==> src/rtl/geri_yaz_tamponlu.sv <==
// ============================================================================
// Module   : geri_yaz_tamponlu
// Brief    : Register-file writeback stage merging the pipeline result with a
//            FIFO of long-latency (divider) results; pipeline has priority and
//            a starvation counter raises a stall request. Optional build macro
//            GERI_YAZ_X0_FILTRE_EN suppresses writes to register x0.
// Revision : 1.0 - initial release
// ============================================================================
`default_nettype none

module geri_yaz_tamponlu #(
  parameter int               XLEN        = 32,
  parameter int               PS_BIT      = 18,
  parameter logic [XLEN-1:0]  PS_TABAN    = 32'h4000_0000,
  parameter int               DERINLIK    = 4,
  parameter int               ACLIK_SINIR = 8
) (
  input  logic              clk_i,
  input  logic              rst_i,
  input  logic [4:0]        yrt_rd_adres_i,
  input  logic [XLEN-1:0]   yrt_rd_deger_i,
  input  logic [1:0]        yrt_kaynak_i,
  input  logic              yrt_yazmac_i,
  input  logic [PS_BIT-1:0] yrt_ps_artmis_i,
  input  logic [XLEN-1:0]   yrt_carp_deger_i,
  input  logic              uzun_gecerli_i,
  input  logic [4:0]        uzun_rd_adres_i,
  input  logic [XLEN-1:0]   uzun_deger_i,
  output logic              uzun_hazir_o,
  output logic [4:0]        cyo_yaz_adres_o,
  output logic [XLEN-1:0]   cyo_yaz_deger_o,
  output logic              cyo_yaz_yazmac_o,
  output logic              cyo_durdur_o
);

  localparam int c_pw = $clog2(DERINLIK);
  localparam int c_cw = c_pw + 1;
  localparam int c_aw = $clog2(ACLIK_SINIR + 1);
  localparam logic [c_cw-1:0] c_derinlik = c_cw'(DERINLIK);
  localparam logic [c_aw-1:0] c_sinir    = c_aw'(ACLIK_SINIR);

  logic [4:0]      r_fifo_adres [DERINLIK];
  logic [XLEN-1:0] r_fifo_deger [DERINLIK];
  logic [c_pw-1:0] r_wr_ptr;
  logic [c_pw-1:0] r_rd_ptr;
  logic [c_cw-1:0] r_count;
  logic [c_aw-1:0] r_aclik;
  logic            r_durdur;

  logic            w_pipe_gecerli;
  logic [XLEN-1:0] w_deger;
  logic            w_bos;
  logic            w_push;
  logic            w_pop;
  logic            w_pipe_yaz;
  logic            w_tampon_yaz;
  logic [c_aw-1:0] w_aclik_next;

  assign w_pipe_gecerli = yrt_yazmac_i && (yrt_kaynak_i != 2'd3);
  assign w_bos          = (r_count == '0);
  assign uzun_hazir_o   = (r_count < c_derinlik) && !rst_i;
  assign w_push         = uzun_gecerli_i && uzun_hazir_o;
  assign w_pop          = !w_pipe_gecerli && !w_bos;

  always_comb begin
    w_deger = yrt_rd_deger_i;
    case (yrt_kaynak_i)
      2'd1:    w_deger = PS_TABAN | {{(XLEN-PS_BIT-1){1'b0}}, yrt_ps_artmis_i, 1'b0};
      2'd2:    w_deger = yrt_carp_deger_i;
      default: w_deger = yrt_rd_deger_i;
    endcase
  end

`ifdef GERI_YAZ_X0_FILTRE_EN
  // x0 is hardwired zero; drop the write but still let buffered entries retire
  assign w_pipe_yaz   = (yrt_rd_adres_i != 5'd0);
  assign w_tampon_yaz = (r_fifo_adres[r_rd_ptr] != 5'd0);
`else
  assign w_pipe_yaz   = 1'b1;
  assign w_tampon_yaz = 1'b1;
`endif

  always_comb begin
    w_aclik_next = r_aclik;
    if (w_bos || w_pop)
      w_aclik_next = '0;
    else if (r_aclik != c_sinir)
      w_aclik_next = r_aclik + 1'b1;
  end

  // Storage carries no reset; only pointers and count define validity
  always_ff @(posedge clk_i) begin
    if (w_push) begin
      r_fifo_adres[r_wr_ptr] <= uzun_rd_adres_i;
      r_fifo_deger[r_wr_ptr] <= uzun_deger_i;
    end
  end

  always_ff @(posedge clk_i or posedge rst_i) begin
    if (rst_i) begin
      r_wr_ptr <= '0;
      r_rd_ptr <= '0;
      r_count  <= '0;
      r_aclik  <= '0;
      r_durdur <= 1'b0;
    end else begin
      if (w_push)
        r_wr_ptr <= r_wr_ptr + 1'b1;
      if (w_pop)
        r_rd_ptr <= r_rd_ptr + 1'b1;
      case ({w_push, w_pop})
        2'b10:   r_count <= r_count + 1'b1;
        2'b01:   r_count <= r_count - 1'b1;
        default: r_count <= r_count;
      endcase
      r_aclik  <= w_aclik_next;
      // Stall asserts together with the counter hitting the limit, drops on pop
      r_durdur <= !w_pop && (r_durdur || (w_aclik_next == c_sinir));
    end
  end

  always_ff @(posedge clk_i or posedge rst_i) begin
    if (rst_i) begin
      cyo_yaz_adres_o  <= 5'd0;
      cyo_yaz_deger_o  <= '0;
      cyo_yaz_yazmac_o <= 1'b0;
    end else if (w_pipe_gecerli) begin
      cyo_yaz_adres_o  <= yrt_rd_adres_i;
      cyo_yaz_deger_o  <= w_deger;
      cyo_yaz_yazmac_o <= w_pipe_yaz;
    end else if (w_pop) begin
      cyo_yaz_adres_o  <= r_fifo_adres[r_rd_ptr];
      cyo_yaz_deger_o  <= r_fifo_deger[r_rd_ptr];
      cyo_yaz_yazmac_o <= w_tampon_yaz;
    end else begin
      cyo_yaz_yazmac_o <= 1'b0;
    end
  end

  assign cyo_durdur_o = r_durdur;

endmodule

`default_nettype wire
==> config.mk <==
export PLATFORM = sky130hd
export DESIGN_NAME = geri_yaz_tamponlu
export DESIGN_NICKNAME = d
export VERILOG_FILES = /design/src/rtl/geri_yaz_tamponlu.sv
export SDC_FILE = /design/constraint.sdc
export NUM_CORES = 1
export LEC_CHECK = 0
export ABC_AREA = 0
export ABC_CLOCK_PERIOD_IN_PS = 3900
export BUFFER_PORTS_ARGS = -buffer_cell sky130_fd_sc_hd__buf_2
export CAP_MARGIN = 20
export CORE_MARGIN = 1
export CORE_UTILIZATION = 40
export CTS_BUF_LIST = sky130_fd_sc_hd__clkbuf_4
export DETAILED_ROUTE_END_ITERATION = 7
export PLACE_DENSITY = 0.65
export SETUP_SLACK_MARGIN = 0.3
export SKIP_CTS_REPAIR_TIMING = 1
export SYNTH_ARGS = -nofsm -noshare
export SYNTH_HDL_FRONTEND = slang
export SYNTH_SLANG_ARGS = --single-unit
==> constraint.sdc <==
create_clock -name clk_i -period 3.9 [get_ports clk_i]
set_clock_uncertainty 0.2 [all_clocks]
set_input_delay 0.585 -clock clk_i [delete_from_list [all_inputs] [get_ports clk_i]]
set_output_delay 0.585 -clock clk_i [all_outputs]
set_load 0.01 [all_outputs]
# After elaboration in Yosys (flattened, before gate mapping)
# Memory sizes are Yosys's and may differ from the RTL's.
# Cells that the tools add are included.
[totals]
out_inout_bits = 40
ram_bits = 148
register_bits = 50
in_bits = 130
memories = 2
[mem_list]
columns = ["memory", "words", "width", "read_ports", "rd_clocked_by_memory_dff", "write_ports", "line", "source"]
rows = [
  ["r_fifo_deger", 4, 32, 1, 0, 1, "43", "logic [XLEN-1:0] r_fifo_deger [DERINLIK];"],
  ["r_fifo_adres", 4, 5, 1, 0, 1, "42", "logic [4:0] r_fifo_adres [DERINLIK];"],
]
[classes]
n_eq_ne = 7
reduce_logical = 14
add_sub_neg = 5
muxes = 12
n_lt_le_gt_ge = 1
[ops]
columns = ["op", "n"]
rows = [
  ["32-bit two-way mux", 2],
  ["32-bit case mux with 2 select lines", 1],
  ["5-bit two-way mux", 2],
  ["4-bit two-way mux", 2],
  ["3-bit case mux with 2 select lines", 1],
  ["1-bit logical AND", 5],
  ["2-bit by 1-bit adder with 2-bit output, second input constant", 2],
  ["4-bit by 1-bit adder with 4-bit output, second input constant", 1],
  ["2-bit by 1-bit equality test with 1-bit output, second input constant", 2],
  ["2-bit equality test, second input constant", 2],
  ["4-bit equality test, second input constant", 1],
  ["1-bit logical NOT", 4],
  ["1-bit two-way mux", 4],
  ["4-bit inequality test, second input constant", 1],
  ["2-bit nonzero test", 2],
  ["3-bit by 1-bit adder with 3-bit output, second input constant", 1],
  ["3-bit logical NOT", 1],
  ["3-bit < comparator, second input constant", 1],
  ["3-bit by 1-bit subtractor with 3-bit output, second input constant", 1],
  ["1-bit logical OR", 2],
  ["2-bit inequality test, second input constant", 1],
]

# Longest topological paths before layout
# Gate-level depths: netlist of run 1.
[logic_depth]
word_depth = 9
depth_mapped = 10
ltp_nobuf = 9

# Worst setup path before layout of run 1
# No wires, ideal clock.
[synth_path]
path_kind = "input to register"
startpoint = "input port rst_i"
endpoint = "memory r_fifo_adres[0][0], enable pin"
required_ns = 3.302
stages = 2
setup_slack_ns = 1.436
arrival_time_ns = 1.866
path_cell_list = "nor2_1 and3_1"
[synth_between]
elab_chain_cells = 5
[synth_rtl]
columns = ["element", "line", "source"]
rows = [
  ["start: declaration", "19", "input logic rst_i,"],
  ["1-bit logical NOT (no source line)", "-", ""],
  ["1-bit logical AND", "61", "assign uzun_hazir_o = (r_count < c_derinlik) && !rst_i;"],
  ["1-bit logical AND", "62", "assign w_push = uzun_gecerli_i && uzun_hazir_o;"],
  ["1-bit two-way mux", "93", "if (w_push) begin"],
  ["1-bit two-way mux (not written as such)", "94", "r_fifo_adres[r_wr_ptr] <= uzun_rd_adres_i;"],
  ["end: declaration", "42", ""],
]
# No other way between the ends.

# Final worst setup path of run 1
[layout_path]
startpoint = "input port rst_i"
endpoint = "output port uzun_hazir_o"
[layout_between]
elab_chain_cells = 2
[layout_rtl]
columns = ["element", "line", "source"]
rows = [
  ["1-bit logical NOT (no source line)", "-", ""],
  ["1-bit logical AND", "61", ""],
  ["end: declaration", "29", "output logic uzun_hazir_o,"],
]
# No other way between the ends.

==> results.json, run 1 <==
{
  "cts_tree": "built",
  "swShare": 0.324,
  "ir_worst_vdd_mv": 0.271,
  "drive_above_1_share": 0.361,
  "crit_required_ns": 3.12,
  "internal_power_mw": 3.72,
  "numCtsBuffers": 17,
  "grt_antenna_before_repair": 2,
  "io_pins": 170,
  "timing.final.hold_violations": 0,
  "gr-total-overflow": 0,
  "timing.hold.ws_ns": 0.0434,
  "finalCritPeriodShare": 0.632,
  "r2r-start": "r_rd_ptr[0]",
  "avgRoutedWirePerCell_um": 19.5,
  "p_sw_mw": 1.78,
  "nets": 834,
  "final_area_mm2": 0.00962,
  "most-common-layout-cells": "buf_2, edfxtp_1, a21oi_1, dfrtp_1, nand2_1",
  "timing.fmax_ghz": 0.406,
  "placed_area_mm2": 0.00924,
  "dp_cells": 926,
  "syn-num-nets": 663,
  "hold_class": "input port to flip-flop",
  "worstMarginPinSlew_ns": 1.02,
  "drt-pass1-iter-count": 4,
  "synth_area_per_cell_um2": 15.7,
  "grt_pass1_wl_um": 29600,
  "grt_usage": 0.186,
  "layout_commonest_cell": "buf_2",
  "yosys_warnings": 0,
  "num_rows": 51,
  "async_flop_share": 0.253,
  "pwr-share-comb": 0.296,
  "synth_area_mm2": 0.00818,
  "p_per_area_mw_per_mm2": 572,
  "syn_inst": 522,
  "cap_violations": 0,
  "leakage_nw": 3.65,
  "cts_sinks": 198,
  "setup_tns_ns": 0,
  "p_seq_frac": 0.532,
  "startpoint": "rst_i",
  "cp-end-kind": "primary output",
  "synth_edf_count": 148,
  "place_congestion": 0.738,
  "core-area_mm2": 0.0198,
  "ys_seq_elements": 198,
  "crit_end": "uzun_hazir_o",
  "relSlewSlack": 0.321,
  "setup_viol": 0,
  "htreeDepth": 4,
  "path_max_fanout": 6,
  "worstPathArrival_ns": 1.68,
  "drtIter0Drc": 331,
  "antenna_left": 0,
  "rsz0062_at_grt": "false",
  "dr_total_vias": 5154,
  "grt_start_max_net_pins": 52,
  "routed_via_density": 5.29,
  "hpwl_um": 12500,
  "yosys_most_used_dff": "edfxtp_1",
  "min_from": "uzun_deger_i[23]",
  "final-max-slew-violation-count": 0,
  "clock_path_buffers": 2,
  "r2r_end": "cyo_yaz_deger_o[10]",
  "wirelength_um": 19000,
  "drc": 0,
  "area_growth_pct": 17.6,
  "insertion_delay_ns": 0.55,
  "p_total_mw": 5.50,
  "chipWidth_um": 145,
  "p_clk_frac": 0.172,
  "final_cells": 974,
  "cts-root-buf": "clkbuf_4",
  "crit_type": "input port to primary output",
  "die_y_um": 145,
  "reg2reg_slack_ns": 1.53,
  "seq_area_frac_synth": 0.696,
  "status": "completed",
  "synth_cell_types": 35,
  "initial_core_util": 0.413,
  "period_minus_slack_ns": 2.47,
  "cts.clk_slew.worst_paths_ns": 0.14,
  "portBuffers": 169,
  "start_kind": "input port",
  "grt_pass1_vias": 5418,
  "r2r_cells": 4,
  "die_area_mm2": 0.0210
}
-- cells in the mapped netlist (all sizes together) (2+ instances only) --
| master | number | area, µm² |
|---|---|---|
| nor2 | 28 | 105 |
| a221oi | 13 | 114 |
| nor2b | 2 | 12.5 |
| edfxtp | 148 | 4440 |
| ha | 10 | 125 |
| inv | 11 | 41.3 |
| a22oi | 18 | 135 |
| dfrtp | 50 | 1250 |
| nor3 | 4 | 31.3 |
| a211oi | 19 | 143 |
| nand2 | 43 | 161 |
| xor2 | 4 | 35.0 |
| a21oi | 75 | 375 |
| mux4 | 37 | 833 |
| buf | 20 | 125 |
| xnor2 | 4 | 35.0 |
| o21ai | 2 | 10.0 |
| and3 | 5 | 31.3 |
| mux2i | 2 | 20.0 |
| clkbuf | 17 | 63.8 |
-- per-layer routing --
layer	up-vias	share of wire	GRT usage
li1	2376	-	-
met2	168	0.51	0.311
met3	19	0.057	0.0425
met5	-	0	0
met1	2591	0.42	0.235
met4	0	0.015	0.0718
-- per-stage QoR --
stage,worst slack (ns),util
final,1.43,0.486
after global routing,1.33,0.486
after CTS,1.45,0.479
after detailed placement,1.16,0.467
after global placement,1.22,0.467
after floorplan,1.44,-
-- sequential cells by signal, summed over array words and instances (netlist names) --
signal	cells
cyo_yaz_deger_o	32
r_wr_ptr	2
r_count	3
cyo_yaz_adres_o	5
r_fifo_adres	20
cyo_yaz_yazmac_o	1
r_fifo_deger	128
r_rd_ptr	2
r_aclik	4
cyo_durdur_o	1
-- worst max-delay path, cell delays in order --
cell,delay (ns)
dlygate4sd3_1,0.54
buf_2,0.14
nor2_1,0.22
buf_2,0.20
-- cell families after synthesis --
family / synth area share
and+or+nand+nor: 0.0447
buffers and inverters: 0.0281
AOI/OAI and AO/OA: 0.0988
DFF: 0.696
adders and majority gates: 0.0177
muxes: 0.106
xor gates and xnor gates: 0.00857
-- power groups by stage --
| stage | Sequential (mW) | Clock [mW] | Combinational (mW) |
|---|---|---|---|
| global placement | 2.96 | 0 | 1.62 |
| detailed placement | 2.99 | 0 | 1.65 |
| global route | 2.98 | 1.05 | 1.80 |
| finish | 2.92 | 0.947 | 1.63 |
| CTS | 2.94 | 0.970 | 1.65 |
| floorplan | 2.87 | 0 | 1.17 |
-- how the worst min path moves through the flow --
stage,cells past startpoint,to,slack [ns]
6_report,1,r_fifo_deger[3][23],0.04
5_1_grt,1,r_fifo_deger[2][26],0.0002
4_1_cts,2,cyo_yaz_deger_o[15],-0.05
3_5_place_dp,2,cyo_durdur_o,0.31
3_3_place_gp,2,cyo_durdur_o,0.32
2_1_floorplan,1,r_count[2],0.33
-- layout make-up --
class	count	area, µm²
multi-input cells	276	2270
repair buffers	189	1030
diodes	3	7.51
clock buffers	20	150
flip-flops and latches	198	5700
fillers	1788	10200
well taps	265	332
inverters	11	41.3
clock inverters	12	88.8
No activity file was read; power rests on OpenSTA's default activity.
==> run 2, diff against run 1 <==
Settings changed: ABC_AREA 0 to 1, ABC_CLOCK_PERIOD_IN_PS 3900 to 2550.
Clock period 3.9 ns to 2.55 ns, I/O delays scaled along.
==> run 2 against run 1 <==
Clock power rose by 77%. Combinational power rose by 110%. Global-route usage rose by 0.36 points. Cell count rose by 36%. Power rose by 71%. Synthesized area rose by 3.5%.
==> results.json, run 2 <==
{
  "status": "completed",
  "synth_area_leaders": "edfxtp_1, dfrtp_1, nand2_1, nand3_1, nor2_1",
  "core-area_mm2": 0.0205,
  "synth_edf_count": 148,
  "io_pins": 170,
  "grt_pass1_vias": 5864,
  "most-common-layout-cells": "buf_2, nand2_1, edfxtp_1, nand3_1, dlygate4sd3_1",
  "nets": 1184,
  "fill_cells": 1785,
  "synth_area_per_cell_um2": 10.9,
  "finalCritPeriodShare": 0.809,
  "final_area_mm2": 0.0110,
  "setup_viol": 0,
  "rsz0062_at_grt": "false",
  "place_congestion": 0.781,
  "dr_total_vias": 6779,
  "p_total_mw": 9.42,
  "cts-root-buf": "clkbuf_4",
  "ys_seq_elements": 198,
  "path_max_fanout": 31,
  "num_rows": 52,
  "final-max-slew-violation-count": 0,
  "drive_above_1_share": 0.223,
  "yosys_most_used_dff": "edfxtp_1",
  "grt_start_max_net_pins": 77,
  "drt-pass1-iter-count": 5,
  "chipWidth_um": 148,
  "synth_area_mm2": 0.00847,
  "seq_area_frac_synth": 0.672,
  "insertion_delay_ns": 0.56,
  "multi_input_area_mm2": 0.00245,
  "async_flop_share": 0.253,
  "clock_path_buffers": 2,
  "cts_sinks": 198,
  "gr-total-overflow": 0,
  "grt_pass1_wl_um": 31400,
  "antenna_left": 0,
  "worstMarginPinSlew_ns": 0.750,
  "ys_top_cells_by_count": "nand2_1, edfxtp_1, nand3_1",
  "die_y_um": 148,
  "hold_class": "input port to flip-flop",
  "layout_commonest_cell": "buf_2",
  "synth_top_area_cell": "edfxtp_1",
  "hpwl_um": 13700,
  "yosysMostFrequentCell": "nand2_1",
  "cap_violations": 0,
  "syn_inst": 780,
  "avgRoutedWirePerCell_um": 16.5,
  "syn-num-nets": 921,
  "timing.final.hold_violations": 0,
  "crit_type": "input port to flip-flop",
  "grt_usage": 0.190,
  "portBuffers": 169,
  "largest-register": "r_fifo_deger",
  "yosys_warnings": 0,
  "period_minus_slack_ns": 2.06,
  "synth_top_area_share": 0.525,
  "p_per_area_mw_per_mm2": 859,
  "setup_tns_ns": 0,
  "relSlewSlack": 0.500,
  "drtIter0Drc": 454,
  "synth_cell_types": 25,
  "cts_tree": "built",
  "largest_reg_flops": 128,
  "ff_latch_area_mm2": 0.00570,
  "routed_via_density": 5.10,
  "ir_worst_vdd_mv": 0.534,
  "drc": 0,
  "wirelength_um": 22000,
  "die_area_mm2": 0.0218,
  "crit_required_ns": 2.61,
  "placed_area_mm2": 0.00967,
  "cts.clk_slew.worst_paths_ns": 0.16,
  "area_growth_pct": 29.5,
  "reg_top3": "r_fifo_deger (128), cyo_yaz_deger_o (32), r_fifo_adres (20)",
  "cp-end-kind": "flip-flop",
  "leakage_nw": 4.46,
  "grt_antenna_before_repair": 2,
  "timing.fmax_ghz": 0.485,
  "worstPathArrival_ns": 2.12,
  "start_kind": "input port",
  "numCtsBuffers": 17,
  "htreeDepth": 4,
  "initial_core_util": 0.413,
  "timing.hold.ws_ns": 0.00211
}
## run 2: cell count changes in the layout (fill, tap and decap cells not counted), sizes merged, moves of 23 or more
| cell | delta |
|---|---|
| inv | +23 |
| mux4 | -37 |
| o21ai | +90 |
| a21oi | -69 |
| nand2 | +119 |
| nor2 | +70 |
| nand3 | +101 |
| o22ai | +31 |
| dlygate4sd3 | +87 |
## run 2: final timing paths
| kind | start | end | slack [ns] | depth (start not counted) |
|---|---|---|---|---|
| worst min-delay path | yrt_carp_deger_i[3] | cyo_yaz_deger_o[3] | 0.002 | 5 |
| worst max register to register | r_count[0] | cyo_yaz_adres_o[0] | 0.51 | 6 |
| worst max-delay path | rst_i | r_fifo_deger[0][14] | 0.49 | 7 |
| min in group asynchronous | rst_i | cyo_yaz_deger_o[2] | 0.22 | 3 |
| max in group asynchronous | rst_i | cyo_yaz_deger_o[15] | 1.36 | 4 |
| worst min register to register | cyo_yaz_deger_o[13] | cyo_yaz_deger_o[13] | 0.31 | 2 |
## run 2: per-stage QoR
step | std cells | setup slack (ns) | utilization
floorplan | 780 | 0.0912 | -
global placement | 1194 | 0.250 | 0.472
detailed placement | 1194 | 0.167 | 0.472
CTS | 1226 | 0.273 | 0.486
global route | 1328 | 0.375 | 0.535
finish | 1328 | 0.488 | 0.535
## run 2: cells by family (layout without fill, tap and decap cells)
kind of cell | count (synthesis) | in the layout | share of synthesized area
compound gates | 130 | 130 | 0.0829
xor+xnor | 5 | 5 | 0.00517
fa+ha+maj | 11 | 11 | 0.0171
buf+inv | 74 | 349 | 0.0442
flops | 198 | 198 | 0.672
other cells | 0 | 2 | 0
simple gates | 362 | 363 | 0.178
## run 2: final cells by class
type / count / share of cell area
clock buffers: 17 / 0.0116
inverters: 26 / 0.00889
repair buffers: 291 / 0.191
multi-input cells: 509 / 0.223
diodes: 2 / 0.000456
clock inverters: 15 / 0.0149
flip-flops and latches: 198 / 0.519
well taps: 270 / 0.0308
## run 2: where the power goes
part | total, mW | leakage, nW | internal [mW] | switching, mW
Combinational | 3.49 | 2.36 | 1.27 | 2.22
Sequential | 4.25 | 1.95 | 4.00 | 0.255
Clock | 1.68 | 0.152 | 0.608 | 1.07
Total | 9.42 | 4.46 | 5.87 | 3.55
## run 2: worst max-delay path, cell delays in order
cell	delay, ns
dlygate4sd3_1	0.53
buf_2	0.14
nor2_1	0.17
nand2_1	0.15
buf_4	0.22
nor2_4	0.24
buf_12	0.27
## run 2: layer usage
metal	up-vias	track usage	share of wire
met2	245	0.299	0.48
li1	3251	-	-
met5	-	0	0
met1	3261	0.257	0.44
met4	0	0.0515	0.011
met3	22	0.0537	0.064
